### config.mk
export PLATFORM = sky130hd
export DESIGN_NAME = ctrl_contador_bombas
export DESIGN_NICKNAME = d
export VERILOG_FILES = /design/src/rtl/bombas_pkg.sv /design/src/rtl/divisor_parpadeo.sv /design/src/rtl/ctrl_contador_bombas.sv
export SDC_FILE = /design/constraint.sdc
export NUM_CORES = 1
export LEC_CHECK = 0
export BUFFER_PORTS_ARGS = -buffer_cell sky130_fd_sc_hd__buf_2
export CAP_MARGIN = 20
export CORE_UTILIZATION = 62
export CTS_BUF_LIST = sky130_fd_sc_hd__clkbuf_4
export DETAILED_ROUTE_END_ITERATION = 8
export PLACE_DENSITY_LB_ADDON = 0.15
export SLEW_MARGIN = 20
export SYNTH_ARGS = -nofsm -noshare
export SYNTH_HDL_FRONTEND = slang
export SYNTH_SLANG_ARGS = --single-unit
### constraint.sdc
create_clock -name clk -period 2.9 [get_ports clk]
set_clock_uncertainty 0.1 [all_clocks]
set_input_delay 0.435 -clock clk [delete_from_list [all_inputs] [get_ports clk]]
set_output_delay 0.435 -clock clk [all_outputs]
set_load 0.01 [all_outputs]
### src/rtl/bombas_pkg.sv
// Shared types and helpers for the bomb-count display sequencer.
// Contents:
//   estado_t        - sequencer states with their 2-bit codes
//   ANCHO_BOMBAS    - width of the bomb count / display value
//   ANCHO_BANDERAS  - width of the flag counter (one extra bit so it can exceed 63)
//   limitar_bombas  - clamps a requested bomb count into 1..maximo
package bombas_pkg;

   localparam int ANCHO_BOMBAS   = 6;
   localparam int ANCHO_BANDERAS = 7;

   typedef enum logic [1:0] {
      CONFIG = 2'd0,
      JUEGO  = 2'd1,
      FIN    = 2'd2
   } estado_t;

   // A game always has at least one bomb; requests above the board limit are capped.
   function automatic logic [ANCHO_BOMBAS-1:0] limitar_bombas(
      input logic [ANCHO_BOMBAS-1:0] valor,
      input logic [ANCHO_BOMBAS-1:0] maximo
   );
      logic [ANCHO_BOMBAS-1:0] res;
      if (valor == '0) begin
         res = ANCHO_BOMBAS'(1);
      end else if (valor > maximo) begin
         res = maximo;
      end else begin
         res = valor;
      end
      return res;
   endfunction

endpackage

### src/rtl/divisor_parpadeo.sv
// Terminal counter that paces the display blink.
// Ports:
//   clk  - system clock
//   clr  - synchronous clear, holds the count at 0 while asserted
//   tick - one-cycle pulse on the cycle the count sits at CICLOS-1 (wraps next edge)
module divisor_parpadeo #(
   parameter int CICLOS = 25000000
) (
   input  logic clk,
   input  logic clr,
   output logic tick
);

   localparam int W = (CICLOS > 2) ? $clog2(CICLOS) : 1;
   localparam logic [W-1:0] ULTIMO = W'(CICLOS - 1);

   logic [W-1:0] cnt_q;
   logic [W-1:0] cnt_d;

   always_comb begin
      tick  = 1'b0;
      cnt_d = cnt_q + W'(1);
      if (clr) begin
         cnt_d = '0;
      end else if (cnt_q == ULTIMO) begin
         tick  = 1'b1;
         cnt_d = '0;
      end
   end

   always_ff @(posedge clk) begin
      cnt_q <= cnt_d;
   end

endmodule

### src/rtl/ctrl_contador_bombas.sv
// Sequencer for the two-digit remaining-bomb display.
// Holds the configured bomb count, tracks flags placed during play and
// drives the blank/blink control across the config, play and end phases.
// Ports:
//   clk             - system clock
//   rst             - synchronous active-high reset
//   inicio          - pulse: start a game (CONFIG) / return to config (FIN)
//   cfg_bombas      - requested bomb count, only used in CONFIG
//   bandera_puesta  - pulse: a flag was placed
//   bandera_quitada - pulse: a flag was removed
//   fin_juego       - pulse: game won or lost
//   entrada_bombas  - registered remaining-bomb value for the seg7 decoder
//   apagar_display  - registered blank request for both digits
//   estado          - registered state code (0 CONFIG, 1 JUEGO, 2 FIN)
module ctrl_contador_bombas
   import bombas_pkg::*;
#(
   parameter int MAX_BOMBAS      = 63,
   parameter int MAX_CELDAS      = 64,
   parameter int PARPADEO_CICLOS = 25000000
) (
   input  logic                    clk,
   input  logic                    rst,
   input  logic                    inicio,
   input  logic [ANCHO_BOMBAS-1:0] cfg_bombas,
   input  logic                    bandera_puesta,
   input  logic                    bandera_quitada,
   input  logic                    fin_juego,
   output logic [ANCHO_BOMBAS-1:0] entrada_bombas,
   output logic                    apagar_display,
   output logic [1:0]              estado
);

   localparam logic [ANCHO_BOMBAS-1:0]   MAX_B = ANCHO_BOMBAS'(MAX_BOMBAS);
   localparam logic [ANCHO_BANDERAS-1:0] MAX_F = ANCHO_BANDERAS'(MAX_CELDAS);

   estado_t                   state_q,    state_d;
   logic [ANCHO_BOMBAS-1:0]   bombas_q,   bombas_d;
   logic [ANCHO_BANDERAS-1:0] banderas_q, banderas_d;
   logic [ANCHO_BOMBAS-1:0]   entrada_q,  entrada_d;
   logic                      apagar_q,   apagar_d;

   logic                      clr_parpadeo;
   logic                      tick_parpadeo;
   logic [ANCHO_BANDERAS-1:0] bombas_ext;
   logic [ANCHO_BOMBAS-1:0]   restantes;

   // The blink counter only runs in FIN, so it always starts from 0 on entry.
   assign clr_parpadeo = rst || (state_q != FIN);

   divisor_parpadeo #(
      .CICLOS (PARPADEO_CICLOS)
   ) u_divisor (
      .clk  (clk),
      .clr  (clr_parpadeo),
      .tick (tick_parpadeo)
   );

   // Compare in 7 bits so more flags than bombs saturates to 0 instead of wrapping;
   // truncate to the display width only after the compare.
   always_comb begin
      bombas_ext = {1'b0, bombas_q};
      restantes  = '0;
      if (bombas_ext > banderas_q) begin
         restantes = ANCHO_BOMBAS'(bombas_ext - banderas_q);
      end
   end

   always_comb begin
      state_d    = state_q;
      bombas_d   = bombas_q;
      banderas_d = banderas_q;
      entrada_d  = entrada_q;
      apagar_d   = 1'b0;

      case (state_q)
         CONFIG: begin
            entrada_d = limitar_bombas(cfg_bombas, MAX_B);
            if (inicio) begin
               bombas_d   = limitar_bombas(cfg_bombas, MAX_B);
               banderas_d = '0;
               state_d    = JUEGO;
            end
         end
         JUEGO: begin
            entrada_d = restantes;
            // End of game wins over any flag pulse in the same cycle.
            if (fin_juego) begin
               state_d = FIN;
            end else if (bandera_puesta && !bandera_quitada) begin
               if (banderas_q < MAX_F) begin
                  banderas_d = banderas_q + ANCHO_BANDERAS'(1);
               end
            end else if (bandera_quitada && !bandera_puesta) begin
               if (banderas_q != '0) begin
                  banderas_d = banderas_q - ANCHO_BANDERAS'(1);
               end
            end
         end
         FIN: begin
            // entrada_bombas stays frozen at the last play value.
            apagar_d = tick_parpadeo ? ~apagar_q : apagar_q;
            if (inicio) begin
               apagar_d   = 1'b0;
               banderas_d = '0;
               state_d    = CONFIG;
            end
         end
         default: begin
            state_d = CONFIG;
         end
      endcase
   end

   always_ff @(posedge clk) begin
      if (rst) begin
         state_q    <= CONFIG;
         bombas_q   <= '0;
         banderas_q <= '0;
         entrada_q  <= '0;
         apagar_q   <= 1'b0;
      end else begin
         state_q    <= state_d;
         bombas_q   <= bombas_d;
         banderas_q <= banderas_d;
         entrada_q  <= entrada_d;
         apagar_q   <= apagar_d;
      end
   end

   assign entrada_bombas = entrada_q;
   assign apagar_display = apagar_q;
   assign estado         = state_q;

endmodule

-- Word level (Yosys, flattened, before mapping)
Index checks and enable logic that the tools add are counted.
W data, S select, Z words.
- RAM bits: 0
- logic and storage cells: 60
- flip-flop bits (word level): 47
- latch bits: 0
- input bits: 12
- memories: 0
- ROM bits: 0
- output and inout port bits: 9
- equality and inequality tests: 12
- mux-type cells: 17
- shift operators: 0
- reduce and logical (&&, ||, !) cells: 16
- $lt $le $gt $ge: 3
- div/mod/pow operators: 0
- add/sub/neg operators: 4
- bitwise logic cells: 2
- multipliers: 0
- operator list (kind ; number):
    $mux W7 ; 6
    $add A25 B1 Y25 const B ; 1
    $eq A25 B25 Y1 const B ; 1
    $mux W6 ; 3
    $pmux W7 S2 ; 1
    $pmux W6 S2 ; 1
    $ne A2 B2 Y1 const B ; 5
    $ne A3 B3 Y1 const B ; 3
    $add A7 B1 Y7 const B ; 1
    $gt A6 B7 Y1 ; 1
    $lt A7 B7 Y1 const B ; 1
    $reduce_bool A7 Y1 ; 1
    $sub A7 B1 Y7 const B ; 1
    $gt A6 B6 Y1 const B ; 1
    $logic_not A6 Y1 ; 1
    $mux W2 ; 3
    $pmux W2 S3 ; 1
    $reduce_and A6 Y1 ; 1
    $sub A6 B6 Y6 ; 1
    $reduce_bool A2 Y1 ; 2
    $reduce_or A2 Y1 ; 2
    $reduce_and A3 Y1 ; 1
    $reduce_or A3 Y1 ; 1
    $eq A2 B1 Y1 const B ; 1
    other kinds (9) ; 13

-- Logic depth before layout (Yosys ltp)
- word-level depth: 6
- mapped depth: 9
- depth with buffers taken out: 9

-- Cells and area by module
A second synthesis with hierarchy kept.
- cells, all modules: 316
- area total of the unflattened synthesis: 2713.9 µm²
- modules (own cells, without submodules) (module ; times used ; cells an instance ; area each (µm²)):
    ctrl_contador_bombas ; 1 ; 179 ; 1517.7
    divisor_parpadeo ; 1 ; 137 ; 1196.1

-- Worst setup path before layout
Ideal clock, no wire load.
- kind: input to register
- start point: input port bandera_quitada
- end point: register banderas_q[6]
- setup time: 0.132 ns
- cell stages on the path: 9
- buffers on the path: 0
- required time: 2.668 ns
- slack: 0.462 ns
- arrival: 2.206 ns
- path through: inv_1 > ha_1 > inv_1 > ha_1 > a211oi_1 > a2111oi_0 > a2111o_1 > mux2i_1 > a21oi_1
- cells in the longest elaborated chain, start to end: 5
- elaborated cells on any way between the ends: 10
- RTL lines (item ; line ; source):
    start: declaration ; ctrl_contador_bombas.sv:27 ; input logic bandera_quitada,
    $logic_not A1 Y1 ; ctrl_contador_bombas.sv:90 ; end else if (bandera_puesta && !bandera_quitada) begin
    $logic_and A1 B1 Y1 ; ctrl_contador_bombas.sv:90 ;
    $mux W7 ; ctrl_contador_bombas.sv:90 ;
    $mux W7 ; ctrl_contador_bombas.sv:88 ; if (fin_juego) begin
    $pmux W7 S2 ; ctrl_contador_bombas.sv:76 ; case (state_q)
    end signal: assignment ; ctrl_contador_bombas.sv:125 ; banderas_q <= banderas_d;
    end: declaration ; ctrl_contador_bombas.sv:39 ; logic [ANCHO_BANDERAS-1:0] banderas_q, banderas_d;
Parallel ways exist; a longest one is shown, timed or not. The select of a mux whose other input is x is not followed.
A chain may end at the register's enable or synchronous reset.

-- Worst setup path after layout
- start point: register banderas_q[1]
- end point: register entrada_q[3] (netlist: entrada_bombas[3])
- cells in the longest elaborated chain, start to end: 3
- elaborated cells on any way between the ends: 4
- RTL lines (item ; line ; source):
    $sub A6 B6 Y6 / $gt A6 B7 Y1 (equally long branches) ; ctrl_contador_bombas.sv:65, ctrl_contador_bombas.sv:64 ;
    $mux W6 * ; ctrl_contador_bombas.sv:64 ; if (bombas_ext > banderas_q) begin
    $pmux W6 S2 * ; ctrl_contador_bombas.sv:76 ;
    end signal: assignment ; ctrl_contador_bombas.sv:126 ; entrada_q <= entrada_d;
    end: declaration ; ctrl_contador_bombas.sv:40 ; logic [ANCHO_BOMBAS-1:0] entrada_q, entrada_d;
Every way passes the cells marked *; elsewhere a longest branch is shown, timed or not.

==> flow_metrics.env <==
export IMPL_wl_per_cell_um=13.45
export IMPL_yosysWarningCount=0
export IMPL_num_vias=2201
export IMPL_synth_cell_types=48
export IMPL_grt_pass1_vias=1915
export IMPL_remaining_drc_errors=0
export IMPL_ctsResizeCount=0
export IMPL_core_area_mm2=0.004000
export IMPL_final_util_pct=69.19
export IMPL_worstPathMaxFanout=7
export IMPL_fin_setup_tns_ps=0
export IMPL_final_cell_mix="dfxtp_1, nor2_1, a21oi_1"
export IMPL_antenna_found_initial=0
export IMPL_seq_area_um2=940.9
export IMPL_multi_input_area_mm2=0.001531
export IMPL_dr_pass1_iters=4
export IMPL_antennaDiodeCount=0
export IMPL_post_dp_cell_area_mm2=0.002710
export IMPL_maxSlewViolCount=0
export IMPL_crit_path_cell_trace="inv_1 > ha_1 > nor2b_1 > o31ai_1 > o21ai_0 > nand4_1 > a21oi_1"
export IMPL_vdd_ir_drop_max_uv=334.0
export IMPL_viasPerCell=5.823
export IMPL_cts_sinks=47
export IMPL_fp_row_count=23
export IMPL_gp_congestion=0.8653
export IMPL_cts_buffer_depth=2
export IMPL_num_fill_cells=347
export IMPL_root_buffer="clkbuf_4"
export IMPL_yosys_register_bits=47
export IMPL_synth_edf_count=0
export IMPL_min_period_over_period_pct=82.76
export IMPL_clk_latency_ps=370
export IMPL_final_nets=356
export IMPL_cts_hold_buf=0
export IMPL_ant_nets=0
export IMPL_cp_data_required_time_ps=3100
export IMPL_dieArea_mm2=0.004402
export IMPL_syn_area_per_cell_um2=8.363
export IMPL_grt_usage_pct=24.87
export IMPL_syn_inst=307
export IMPL_cts_made_buffers=5
export IMPL_synthesis_nets=336
export IMPL_status="complete, no violations"
export IMPL_synth_cell_area_mm2=0.002567
export IMPL_rsz0062_at_grt="no"
export IMPL_synth_xor_area_share_pct=10.23
export IMPL_p_leak_uw=0.001031
export IMPL_layout_commonest_cell="dfxtp_1"
export IMPL_areaGrowthSynthToFinish_pct=7.797
export IMPL_wl_um=5084
export IMPL_synth_adder_area_share_pct=8.577
export IMPL_io_buffers=20
export IMPL_die_h_um=66.35
export IMPL_cts_setup_buffers=0
export IMPL_synth_mux_area_share_pct=0.3899
export IMPL_hp_class="in -> reg"
export IMPL_setup_violations=0
export IMPL_die_w_um=66.35
export IMPL_drt_iter0_markers=117
export IMPL_maxCapViolCount=0
export IMPL_hold_viol=0
export IMPL_design_area_mm2=0.002768
export IMPL_arrival_ps=2600
export IMPL_clkTransAtPathRegs_ps=150
export IMPL_cp_slowest_cell="o21ai_0"
export IMPL_worstSetupStartpointType="flip-flop"
export IMPL_drive_gt1_share_pct=10.37
export IMPL_ys_seq_area_share_pct=36.65
export IMPL_slowest_delay_ps=560
export IMPL_io_pin_count=21
export IMPL_grt_max_degree=26
export IMPL_slew_headroom_pct=54.04
export IMPL_overflow=0
export IMPL_max_freq_mhz=416.7
export IMPL_synthFlopType="dfxtp_1"
export IMPL_synth_top_family_by_area="simple AND/OR/NAND/NOR gates"
export IMPL_crit_type="reg -> reg"
export IMPL_dp_hpwl_um=3665
export IMPL_fin_crit_ps=2400
export IMPL_worstMarginPinSlew_ps=682.2
export IMPL_grt_pass1_wl_um=8411
export IMPL_start_util_pct=64.19
export IMPL_synth_compound_area_share_pct=14.28
export IMPL_synthSimpleGateAreaFrac_pct=26.17
export IMPL_cts_htree_levels=2
export IMPL_cts_tree="yes"
export IMPL_cellPowerDensity_mw_per_mm2=415.5
export IMPL_end_kind="flip-flop"
export IMPL_total_power_uw=1150
export IMPL_async_flop_share_pct=0
## report_power, final
part           total, µW  switching (µW)  internal, µW
clock                318             225          93.4
combinational        156            91.0          65.1
sequential           676            13.9           662
## critical path: cells and delay by family, from the launching register on
kind | cells | cell delay (ps)
AOI/OAI and AO/OA | 3 | 860
adders and majority gates | 1 | 300
buffers and inverters | 1 | 120
DFF | 1 | 470
and+or+nand+nor | 2 | 470
## area by class of cell
class,count,share of cell area (%)
multi-input cells,236,55.33
flip-flops and latches,47,34.00
repair buffers,23,4.430
well taps,50,2.260
inverters,14,1.899
clock buffers,5,1.356
clock inverters,3,0.7233
## Yosys cell counts, types with 8 or more instances
library cell / n / area [µm²]
inv_1: 14 / 52.55
nand2_1: 20 / 75.07
and3_1: 8 / 50.05
a21oi_1: 22 / 110.1
xor2_1: 17 / 148.9
xnor2_1: 13 / 113.9
dfxtp_1: 47 / 940.9
nor2_1: 39 / 146.4
nand4_1: 12 / 75.07
ha_1: 16 / 200.2
nand3_1: 17 / 85.08
o21ai_0: 11 / 55.05
## registers in the layout, summed over array words and instances, names as in the netlist
| name | count |
|---|---|
| u_divisor.cnt_q | 25 |
| banderas_q | 7 |
| bombas_q | 6 |
| entrada_bombas | 6 |
| estado | 2 |
| apagar_display | 1 |
## per-layer routing
metal | part of all wire, % | global-route usage, % | vias to the layer above | wire length (µm)
met5 | 0 | 0 | - | 0
met4 | 1.3 | 11.44 | 0 | 65
met3 | 3.6 | 4.310 | 7 | 185
met2 | 48 | 40.43 | 41 | 2444
met1 | 47 | 31.79 | 1018 | 2389
li1 | - | - | 1135 | -
## kinds of logic (layout without fill, tap and decap cells)
logic type	after synthesis	in the layout
AOI/OAI and AO/OA	58	58
xor gates and xnor gates	30	30
adders and majority gates	17	17
buffers and inverters	24	45
DFF	47	47
muxes	1	1
and+or+nand+nor	130	130
## metrics by stage
step,std cells,hold slack (ps),worst slack [ps]
after floorplan,307,329.8,462.1
after detailed placement,370,351.6,101.9
after global routing,378,151.8,288.2
after CTS,378,148.9,495.0
after global placement,370,345.5,164.4
final,378,156.1,500.0
## path summary, 6_finish.rpt
kind,to,cells past startpoint,start,slack [ps]
hold reg to reg,u_divisor.cnt_q[0],1,u_divisor.cnt_q[0],380
setup / recovery,entrada_bombas[3],7,banderas_q[1],500
setup reg to reg,entrada_bombas[3],7,banderas_q[1],500
hold / removal,apagar_display,2,inicio,160
No activity file was read; power rests on OpenSTA's default activity.
